<file path="src/rtl/serial_add_ctrl.sv">
// serial_add_ctrl: bit-serial adder with a single full-add cell, sequenced by an IDLE/RUN/DONE FSM
module serial_add_ctrl #(
  parameter int WIDTH = 8
) (
  input  logic             clk,
  input  logic             rst_n,
  input  logic             start,
  input  logic [WIDTH-1:0] a,
  input  logic [WIDTH-1:0] b,
  input  logic             cin,
  output logic             busy,
  output logic             done,
  output logic [WIDTH-1:0] sum,
  output logic             cout
);
  localparam int CW = $clog2(WIDTH + 1);
  typedef enum logic [1:0] {IDLE, RUN, DONE} state_t;
  state_t state, state_nx;
  logic [WIDTH-1:0] ra, rb, part, part_nx;
  logic [CW-1:0] cnt;
  logic c, s, c_nx, last, accept;
  // operands shift right so the cell always sees bit 0; results shift in from the MSB
  assign s       = ra[0] ^ rb[0] ^ c;
  assign c_nx    = (ra[0] & rb[0]) | (c & (ra[0] ^ rb[0]));
  assign part_nx = WIDTH'({s, part} >> 1);
  assign last    = cnt == CW'(WIDTH - 1);
  assign accept  = start && state != RUN;
  always_ff @(posedge clk or negedge rst_n)
    if (!rst_n) state <= IDLE;
    else state <= state_nx;
  always_comb begin
    state_nx = state == RUN ? (last ? DONE : RUN) : (start ? RUN : IDLE);
  end
  always_comb begin
    busy = state == RUN;
    done = state == DONE;
  end
  always_ff @(posedge clk or negedge rst_n)
    if (!rst_n) begin
      ra   <= '0;
      rb   <= '0;
      part <= '0;
      c    <= 1'b0;
      cnt  <= '0;
      sum  <= '0;
      cout <= 1'b0;
    end else if (accept) begin
      ra  <= a;
      rb  <= b;
      c   <= cin;
      cnt <= '0;
    end else if (state == RUN) begin
      ra   <= ra >> 1;
      rb   <= rb >> 1;
      c    <= c_nx;
      cnt  <= cnt + CW'(1);
      part <= part_nx;
      if (last) begin
        sum  <= part_nx;
        cout <= c_nx;
      end
    end
endmodule

</file>
<file path="config.mk">
export PLATFORM = sky130hd
export DESIGN_NAME = serial_add_ctrl
export DESIGN_NICKNAME = d
export VERILOG_FILES = /design/src/rtl/serial_add_ctrl.sv
export SDC_FILE = /design/constraint.sdc
export NUM_CORES = 1
export LEC_CHECK = 0
export CAP_MARGIN = 20
export CORE_UTILIZATION = 50
export DETAILED_ROUTE_END_ITERATION = 10
export DONT_BUFFER_PORTS = 1
export PLACE_DENSITY = 0.63
export SYNTH_ARGS = -nofsm -noshare
export SYNTH_HDL_FRONTEND = slang
export SYNTH_SLANG_ARGS = --single-unit
export TNS_END_PERCENT = 30
</file>
<file path="constraint.sdc">
create_clock -name clk -period 1.5 [get_ports clk]
set_input_delay 0.3 -clock clk [delete_from_list [all_inputs] [get_ports clk]]
set_output_delay 0.3 -clock clk [all_outputs]
set_load 0.03 [all_outputs]
</file>
# Yosys cells after proc, flatten, opt, wreduce, memory -nomap -nowiden
# Cells that the tools add are included.
# word_totals
regBits,40
input_bits,20
# op_classes
add_sub_neg,1
eq_ne,4
mux,11
bitwise,6
n_reduce_logical,4
# ops
op,count
$mux W8,4
$mux W4,2
$add A4 B1 Y4 const B,1
$eq A4 B3 Y1 const B,1
$mux W2,2
$mux W1,3
$reduce_and A3 Y1,1
$and A1 B1 Y1,2
$eq A2 B1 Y1 const B,1
$eq A2 B2 Y1 const B,1
$ne A2 B1 Y1 const B,1
$reduce_and A2 Y1,1
$reduce_bool A2 Y1,1
$xor A1 B1 Y1,2
$logic_and A1 B1 Y1,1
$not A1 Y1,1
$or A1 B1 Y1,1

# Logic depth before layout (Yosys ltp)
# Gate-level depths: netlist (run 1).
# logic_depth
word_depth,5
depth_mapped,5
ltp_nobuf,3

# Least setup slack after synthesis (run 1)
# No wires, ideal clock.
# synth_timing
path_kind,flip-flop to flip-flop
from,reg cnt[0]
to,reg sum[0]
arrival_time_ns,1.231
path_slack_ns,0.144
path_stages_with_launch,5
n_path_buf,1
synth_period_minus_slack_ns,1.356
path_cell_list,dfrtp_1 ha_1 and4b_4 buf_8 mux2_4
# synth_via
elab_chain_cells,2
# synth_rtl
item,line,text
start: declaration,20,logic [CW-1:0] cnt;
start signal: assignment,56,cnt <= cnt + CW'(1);
$eq A4 B3 Y1,26,assign last = cnt == CW'(WIDTH - 1);
$reduce_and A3 Y1 (no source line),-,
end signal: assignment,59,sum <= part_nx;
end: declaration,13,"output logic [WIDTH-1:0] sum,"
# Every way passes these cells.
# A chain may end at the register's enable or synchronous reset.

# Worst setup path after layout (run 1)
# layout_timing
from,reg cnt[0]
to,reg sum[2]
# Same word-level chain as after synthesis.

==> results of run 1 <==
## flip-flops by register name (all words and copies together) (netlist names)
register  flops
cout          1
sum           8
c             1
state         2
ra            8
part          7
rb            8
cnt           4
## cells in the final DEF (no fill, tap or decap), drive strengths merged
cell type     n
buf           7
dlygate4sd3   1
nand2        18
nor2b         2
a41oi         1
and4b         1
nor2          4
ha            1
o21ai        16
fa            1
o21a          1
nand2b        1
clkbuf        7
mux2         18
nand3         1
mux2i        18
a21oi         1
clkinv        1
dfrtp        39
## cell type report
class                      instances  area [um2]
clock buffer                       7        45.0
clock inverter                     1        5.00
fill                             270        1290
multi-input combinational         84         674
sequential                        39         976
tap                               44        55.1
timing repair buffer               8        78.8
## path summary, 6_finish.rpt
| kind | from | to | slack, ns | cells past startpoint |
|---|---|---|---|---|
| max in group asynchronous | rst_n | sum[2]$_DFFE_PN0P_ | 0.90 | 2 |
| worst max register to register | cnt[0]$_DFFE_PN0P_ | sum[2]$_DFFE_PN0P_ | 0.04 | 4 |
| min in group asynchronous | rst_n | state[0]$_DFF_PN0_ | 0.40 | 2 |
| worst min register to register | ra[3]$_DFFE_PN0P_ | ra[2]$_DFFE_PN0P_ | 0.49 | 2 |
| worst min-delay path | start | state[0]$_DFF_PN0_ | 0.10 | 2 |
| worst max-delay path | cnt[0]$_DFFE_PN0P_ | sum[2]$_DFFE_PN0P_ | 0.04 | 4 |
## logic make-up (layout without fill, tap and decap cells)
kind of cell / after synthesis / after routing / share of synthesized area [%]
AOI/OAI and AO/OA: 19 / 19 / 5.96
adders and majority gates: 2 / 2 / 1.91
buffers and inverters: 8 / 16 / 3.01
DFF: 39 / 39 / 57.4
muxes: 36 / 36 / 24.3
and+or+nand+nor: 27 / 27 / 7.50
## per-stage QoR
| step | instances | area [um2] |
|---|---|---|
| global route | 183 | 1830 |
| floorplan | 131 | 1700 |
| global placement | 170 | 1730 |
| detailed placement | 170 | 1730 |
| finish | 183 | 1830 |
| CTS | 183 | 1830 |
## power breakdown
group	switching, W	total (W)	internal, W
sequential	0.000520	0.00202	0.00150
clock	0.000319	0.000502	0.000183
combinational	0.000618	0.00133	0.000712
## layer usage
metal  part of all wire [%]  GRT usage, %
met1                     46          24.8
met2                     47          25.6
met3                    4.8          6.61
met4                    1.7          9.97
met5                      0             0
## what timing repair did
action                                 4_1_cts  5_1_grt
endpoints found under the hold margin       39        0
resized for setup                            1        0
setup buffers                                3        0
setup endpoints to repair                    2        0
hold buffers                                 2        0
==> reports/metrics.csv, run 1 <==
metric,value,unit
status,"complete, no violations",
WP buf/inv,1,
vias in the first global route,1004,
H-tree depth,2,
Min-Delay Path Class,in2reg,
Worst-Margin Slew,0.322,ns
Starting DRT DRC Count,39,
largest area contributor in the netlist,dfrtp_1,
Vias,951,
Syn Area/Cell,13.0,um2
first-pass GRT wire length,4630,um
# diodes,0,
Post-synth top flop,dfrtp_1,
Final min period,1.46,ns
leakage power,0.879,nW
die area,0.00364,mm2
Final period util,97.4,%
drc violations,0,
Post-Syn Instances,131,
Final ANT Viol Nets,0,
Total Neg Setup Slack,0,ns
die width,60.3,um
# IOs,31,
Num CTS Buffers,5,
maximum capacitance violations,0,
critical path type,reg2reg,
Layout area overhead,7.79,%
sequential fraction of the synthesis area,57.4,%
Util after Layout,58.6,%
"Reg clk slew, reported paths",0.12,ns
Synth top area share,57.4,%
CP startpoint kind,flip-flop,
Tot GR Track Use,18.3,%
Mapped Nets,153,
gp weighted congestion,0.798,
initial antenna violation count,0,
share of layout cells above drive strength 1,23.7,%
crit end category,flip-flop,
# port buffers,0,
HPWL after DPL,1820,um
final wirelength,2760,um
worst ir drop on vdd,960,uV
Post-synth EDFFs,0,
wire length per cell,15.1,um
Clock Skews,0.0159,ns
Final Max Slew Viols,0,
"Req. time, crit path",1.72,ns
Die Y,60.3,um
most common cell in the netlist,dfrtp_1,
GRT overflow,0,
CTS tree,done,
Seq cells post-synth,39,
Skew-Pair Late Insertion Delay,0.34,ns
Synth top cells by count,"39 x dfrtp_1, 18 x mux2i_1, 18 x nand2_1, 16 x o21ai_0, 10 x mux2_2",
"Net count, final",160,
Slowest cell on crit path,dfrtp_1,
CTS Sinks,39,
Worst slew margin,78.5,%
critical path's top delay family,flip-flops,
Fin Hold WS,0.104,ns
vias per inst,5.20,
largest net degree at the start of global routing,40,
clock buffer depth,2,
CP arrival,1.68,ns
critical path's largest stage delay,0.43,ns
Fin. Hold Viols,0,
Initial Util,54.4,%
final number of setup-violating endpoints,0,
Root Driver,clkbuf_4,
Synth cell types,21,
final setup margin,0.0386,ns
share of async-settable or async-resettable flops after synthesis,100,%
yosys warns,0,
post-synthesis cell area,0.00170,mm2
largest cells by area after synthesis,"dfrtp_1 57%, mux2i_1 11%, mux2_4 7.1%",
core footprint,0.00313,mm2
peak fanout along the critical path,4,
row cnt,20,
drt pass-1 iters,4,
RSZ-0062 raised after global routing,false,
PwrDens,2100,mW/mm2
worst path cell trace,ha_1 > and4b_4 > buf_4 > mux2_4,
pre-CTS WS,0.00983,ns
Overall Power,0.00385,W
Max Freq,684,MHz
Power figures use the tool's default switching activity.
==> inputs of run 2 (changes only) <==
--- a/config.mk
+++ b/config.mk
@@ -6,6 +6,8 @@
 export NUM_CORES = 1
 export LEC_CHECK = 0
 export CAP_MARGIN = 20
+export CORE_ASPECT_RATIO = 1.1
+export CORE_MARGIN = 2
 export CORE_UTILIZATION = 50
 export DETAILED_ROUTE_END_ITERATION = 10
 export DONT_BUFFER_PORTS = 1
==> run 2 against run 1 <==
  * Final area decreased by 1.6%
  * Non-clock buffer count decreased by 4
  * Critical path type is now reg2out
  * Clock-buffer cell count decreased by 1
  * Total power decreased by 1.7%
==> reports/metrics.csv, run 2 (synthesized netlist as in run 1, its figures left out) <==
metric,value,unit
status,"complete, no violations",
final setup margin,0.0464,ns
Worst-Margin Slew,0.313,ns
Final ANT Viol Nets,0,
Layout area overhead,6.10,%
CP arrival,1.15,ns
Num CTS Buffers,5,
initial antenna violation count,0,
drt pass-1 iters,4,
Fin Hold WS,0.125,ns
H-tree depth,2,
"most common cell after layout, fill and taps aside",dfrtp_1,
Final period util,96.9,%
Sequential Power Share,53.3,%
Final Max Slew Viols,0,
leakage power,0.863,nW
Starting DRT DRC Count,40,
final number of setup-violating endpoints,0,
Clk pwr share,11.9,%
GRT overflow,0,
Initial Util,51.5,%
switching power total,0.00141,W
row cnt,22,
wire length per cell,15.7,um
"Reg clk slew, reported paths",0.09,ns
CTS Sinks,39,
final wirelength,2670,um
Post-Place Cells,161,
pre-CTS WS,0.0342,ns
Min-Delay Path Class,in2reg,
Root Driver,clkbuf_4,
most frequent cells in the layout,"39 x dfrtp_1, 18 x nand2_1, 18 x mux2i_1",
clock buffer depth,2,
# diodes,0,
maximum capacitance violations,0,
worst ir drop on vdd,838,uV
Gate power share,34.8,%
core footprint,0.00330,mm2
first-pass GRT wire length,4660,um
vias in the first global route,1089,
# IOs,31,
final non-filler cell total,170,
Final min period,1.45,ns
Int Pwr,0.00237,W
gp weighted congestion,0.781,
die width,59.6,um
"Net count, final",157,
Die Y,65.2,um
biggest regs,"ra: 8 flops, rb: 8 flops, sum: 8 flops",
WHS Path Cells,2,
die area,0.00389,mm2
Clock Skews,0.00775,ns
share of layout cells above drive strength 1,21.6,%
PwrDens,2100,mW/mm2
CTS tree,done,
# fillers,288,
Worst slew margin,79.1,%
crit end category,primary output,
sw frac,37.3,%
peak fanout along the critical path,49,
Skew-Pair Late Insertion Delay,0.32,ns
drc violations,0,
CP startpoint kind,flip-flop,
# port buffers,0,
Total Neg Setup Slack,0,ns
vias per inst,5.75,
r2r worst-path depth,3,
"Req. time, crit path",1.20,ns
HPWL after DPL,1770,um
Fin. Hold Viols,0,
Vias,978,
critical path type,reg2out,
RSZ-0062 raised after global routing,true,
Max Freq,688,MHz
largest net degree at the start of global routing,50,
Tot GR Track Use,16.0,%
==> run 2: final timing paths <==
check                                        start            endpoint  slack (ns)
worst max-delay path            state[1]$_DFF_PN0_                busy        0.05
worst min-delay path                         start  state[0]$_DFF_PN0_        0.13
worst max register to register  cnt[0]$_DFFE_PN0P_    cout$_DFFE_PN0P_        0.07
worst min register to register   rb[7]$_DFFE_PN0P_   rb[6]$_DFFE_PN0P_        0.49
max in group asynchronous                    rst_n  sum[7]$_DFFE_PN0P_        0.89
min in group asynchronous                    rst_n   rb[0]$_DFFE_PN0P_        0.43
==> run 2: metal layers <==
layer	GRT usage, %	wire length (um)
met1	17.1	1110
met2	27.3	1390
met5	0	0
met4	8.33	44
met3	5.31	123
==> run 2: cell type report <==
class	instances	area, um2	share of cell area, %
repair buffers	4	57.6	3.19
well taps	36	45.0	2.49
clock buffers	6	41.3	2.29
multi-input cells	85	686	38.0
flip-flops and latches	39	976	54.1
==> run 2: through the flow <==
| stage | util (%) | instance area, um2 | total power, W |
|---|---|---|---|
| 2_1_floorplan | - | 1700 | 0.00309 |
| 3_5_place_dp | 52.2 | 1720 | 0.00335 |
| 5_1_grt | 54.7 | 1810 | 0.00411 |
| 3_3_place_gp | 52.2 | 1720 | 0.00326 |
| 6_report | 54.7 | 1810 | 0.00379 |
| 4_1_cts | 54.3 | 1790 | 0.00384 |
==> run 2: critical path, stage by stage, from the launching register on <==
cell     delay, ns
dfrtp_1       0.41
nor2b_4       0.17
buf_12        0.25
==> run 2: what timing repair did <==
item / CTS / global route
buffers inserted: 0 / 0
hold buffers: 2 / 0
resized for setup: 0 / 0
hold endpoints to repair: 39 / 0
endpoints found under the setup margin: 0 / 10
==> run 2: power groups by stage <==
stage | sequential, W | combinational, W | clock [W]
2_1_floorplan | 0.00195 | 0.00114 | 0
3_3_place_gp | 0.00202 | 0.00124 | 0
4_1_cts | 0.00202 | 0.00133 | 0.000484
5_1_grt | 0.00208 | 0.00151 | 0.000520
6_report | 0.00202 | 0.00132 | 0.000453
3_5_place_dp | 0.00204 | 0.00130 | 0
==> inputs of run 3 (changes only) <==
--- a/config.mk
+++ b/config.mk
@@ -12,6 +12,7 @@
 export DETAILED_ROUTE_END_ITERATION = 10
 export DONT_BUFFER_PORTS = 1
 export PLACE_DENSITY = 0.63
+export RECOVER_POWER = 100
 export SYNTH_ARGS = -nofsm -noshare
 export SYNTH_HDL_FRONTEND = slang
 export SYNTH_SLANG_ARGS = --single-unit
==> run 3 against run 2 <==
  * Global-route usage did not move
  * Sequential share of layout area increased by 0.45 points
  * Largest power group unchanged
  * Clock power is essentially flat
  * Critical endpoint unchanged
==> reports/metrics.csv, run 3 (synthesized netlist as in run 1, its figures left out) <==
metric,value,unit
GRT overflow,0,
CTS tree,done,
final number of setup-violating endpoints,0,
Slowest cell on crit path,dfrtp_1,
Final min period,1.45,ns
# fillers,290,
WP buf/inv,1,
Final ANT Viol Nets,0,
status,"complete, no violations",
# diodes,0,
Vias,974,
clock buffer depth,2,
Total Neg Setup Slack,0,ns
initial antenna violation count,0,
Num CTS Buffers,5,
Tot GR Track Use,16.0,%
critical path's largest stage delay,0.41,ns
Fin. Hold Viols,0,
Util after Layout,54.2,%
Overall Power,0.00379,W
worst ir drop on vdd,838,uV
HPWL after DPL,1770,um
worst path cell trace,nor2b_4 > buf_12,
die area,0.00389,mm2
"Net count, final",157,
CP arrival,1.15,ns
critical path type,reg2out,
largest net degree at the start of global routing,50,
Die Y,65.2,um
r2r worst-path depth,3,
DP Area,0.00172,mm2
peak fanout along the critical path,49,
Clock Skews,0.00733,ns
most frequent cells in the layout,"39 x dfrtp_1, 18 x nand2_1, 18 x mux2i_1",
# IOs,31,
first-pass GRT wire length,4660,um
CP Depth,2,
vias in the first global route,1089,
biggest regs,"ra: 8 flops, rb: 8 flops, sum: 8 flops",
drt pass-1 iters,4,
"Req. time, crit path",1.20,ns
WHS Path Cells,2,
# port buffers,0,
gp weighted congestion,0.781,
multi-input logic area,686,um2
post-CTS setup buffers,0,
PwrDens,2110,mW/mm2
core footprint,0.00330,mm2
die width,59.6,um
share of layout cells above drive strength 1,21.6,%
CP startpoint kind,flip-flop,
final instance area,0.00179,mm2
Layout area overhead,5.22,%
wire length per cell,15.8,um
crit end category,primary output,
Worst slew margin,38.0,%
leakage power,0.857,nW
Final period util,96.9,%
FF/Latch Area,976,um2
maximum capacitance violations,0,
Skew-Pair Late Insertion Delay,0.32,ns
Final Max Slew Viols,0,
final wirelength,2680,um
Max Freq,688,MHz
Starting DRT DRC Count,35,
CTS Sinks,39,
H-tree depth,2,
"most common cell after layout, fill and taps aside",dfrtp_1,
critical path's top delay family,flip-flops,
drc violations,0,
Worst-Margin Slew,0.930,ns
Initial Util,51.5,%
vias per inst,5.73,
row cnt,22,
Root Driver,clkbuf_4,
Min-Delay Path Class,in2reg,
"Reg clk slew, reported paths",0.09,ns
RSZ-0062 raised after global routing,true,
## run 3: cell types whose count changed in the layout (fill, tap and decap cells not counted)
| cell | previous run | this run |
|---|---|---|
| buf_12 | 2 | 1 |
| clkbuf_2 | 0 | 1 |
## run 3: metrics by stage
step	setup WS (ns)	cells	hold slack (ns)
after floorplan	0.144	131	0.00441
after global placement	0.0676	161	0.00540
after detailed placement	0.0342	161	0.00535
after CTS	0.0201	169	0.105
after global routing	-0.0252	170	0.106
final	0.0458	170	0.125
## run 3: final timing paths
path                                    startpoint  slack, ns                  to
worst max-delay path            state[1]$_DFF_PN0_       0.05                busy
worst min-delay path                         start       0.12  state[0]$_DFF_PN0_
worst max register to register  cnt[0]$_DFFE_PN0P_       0.06    cout$_DFFE_PN0P_
worst min register to register   rb[7]$_DFFE_PN0P_       0.49   rb[6]$_DFFE_PN0P_
max in group asynchronous                    rst_n       0.28  sum[7]$_DFFE_PN0P_
min in group asynchronous                    rst_n       0.65   rb[0]$_DFFE_PN0P_
## run 3: final cells by class
type | count | area share (%)
multi-input cells | 85 | 38.3
well taps | 36 | 2.52
clock buffers | 6 | 2.31
flip-flops and latches | 39 | 54.5
repair buffers | 4 | 2.38
## run 3: repair_timing
item | in CTS | in global routing
resized for setup | 0 | 0
hold endpoints to repair | 39 | 0
hold buffers | 2 | 0
endpoints found under the setup margin | 0 | 10
## run 3: layer usage
metal  vias up  share of wire (%)  GRT usage [%]
met5         -                  0              0
met4         0                1.6           8.33
met3         4                4.6           5.31
met2        24                 52           27.3
met1       482                 42           17.1
li1        464                  -              -
## run 3: power breakdown
group          leakage [nW]  internal (W)  switching [W]
clock network        0.0242      0.000167       0.000286
logic                 0.334      0.000702       0.000612
registers             0.499       0.00150       0.000517
total                 0.857       0.00237        0.00142
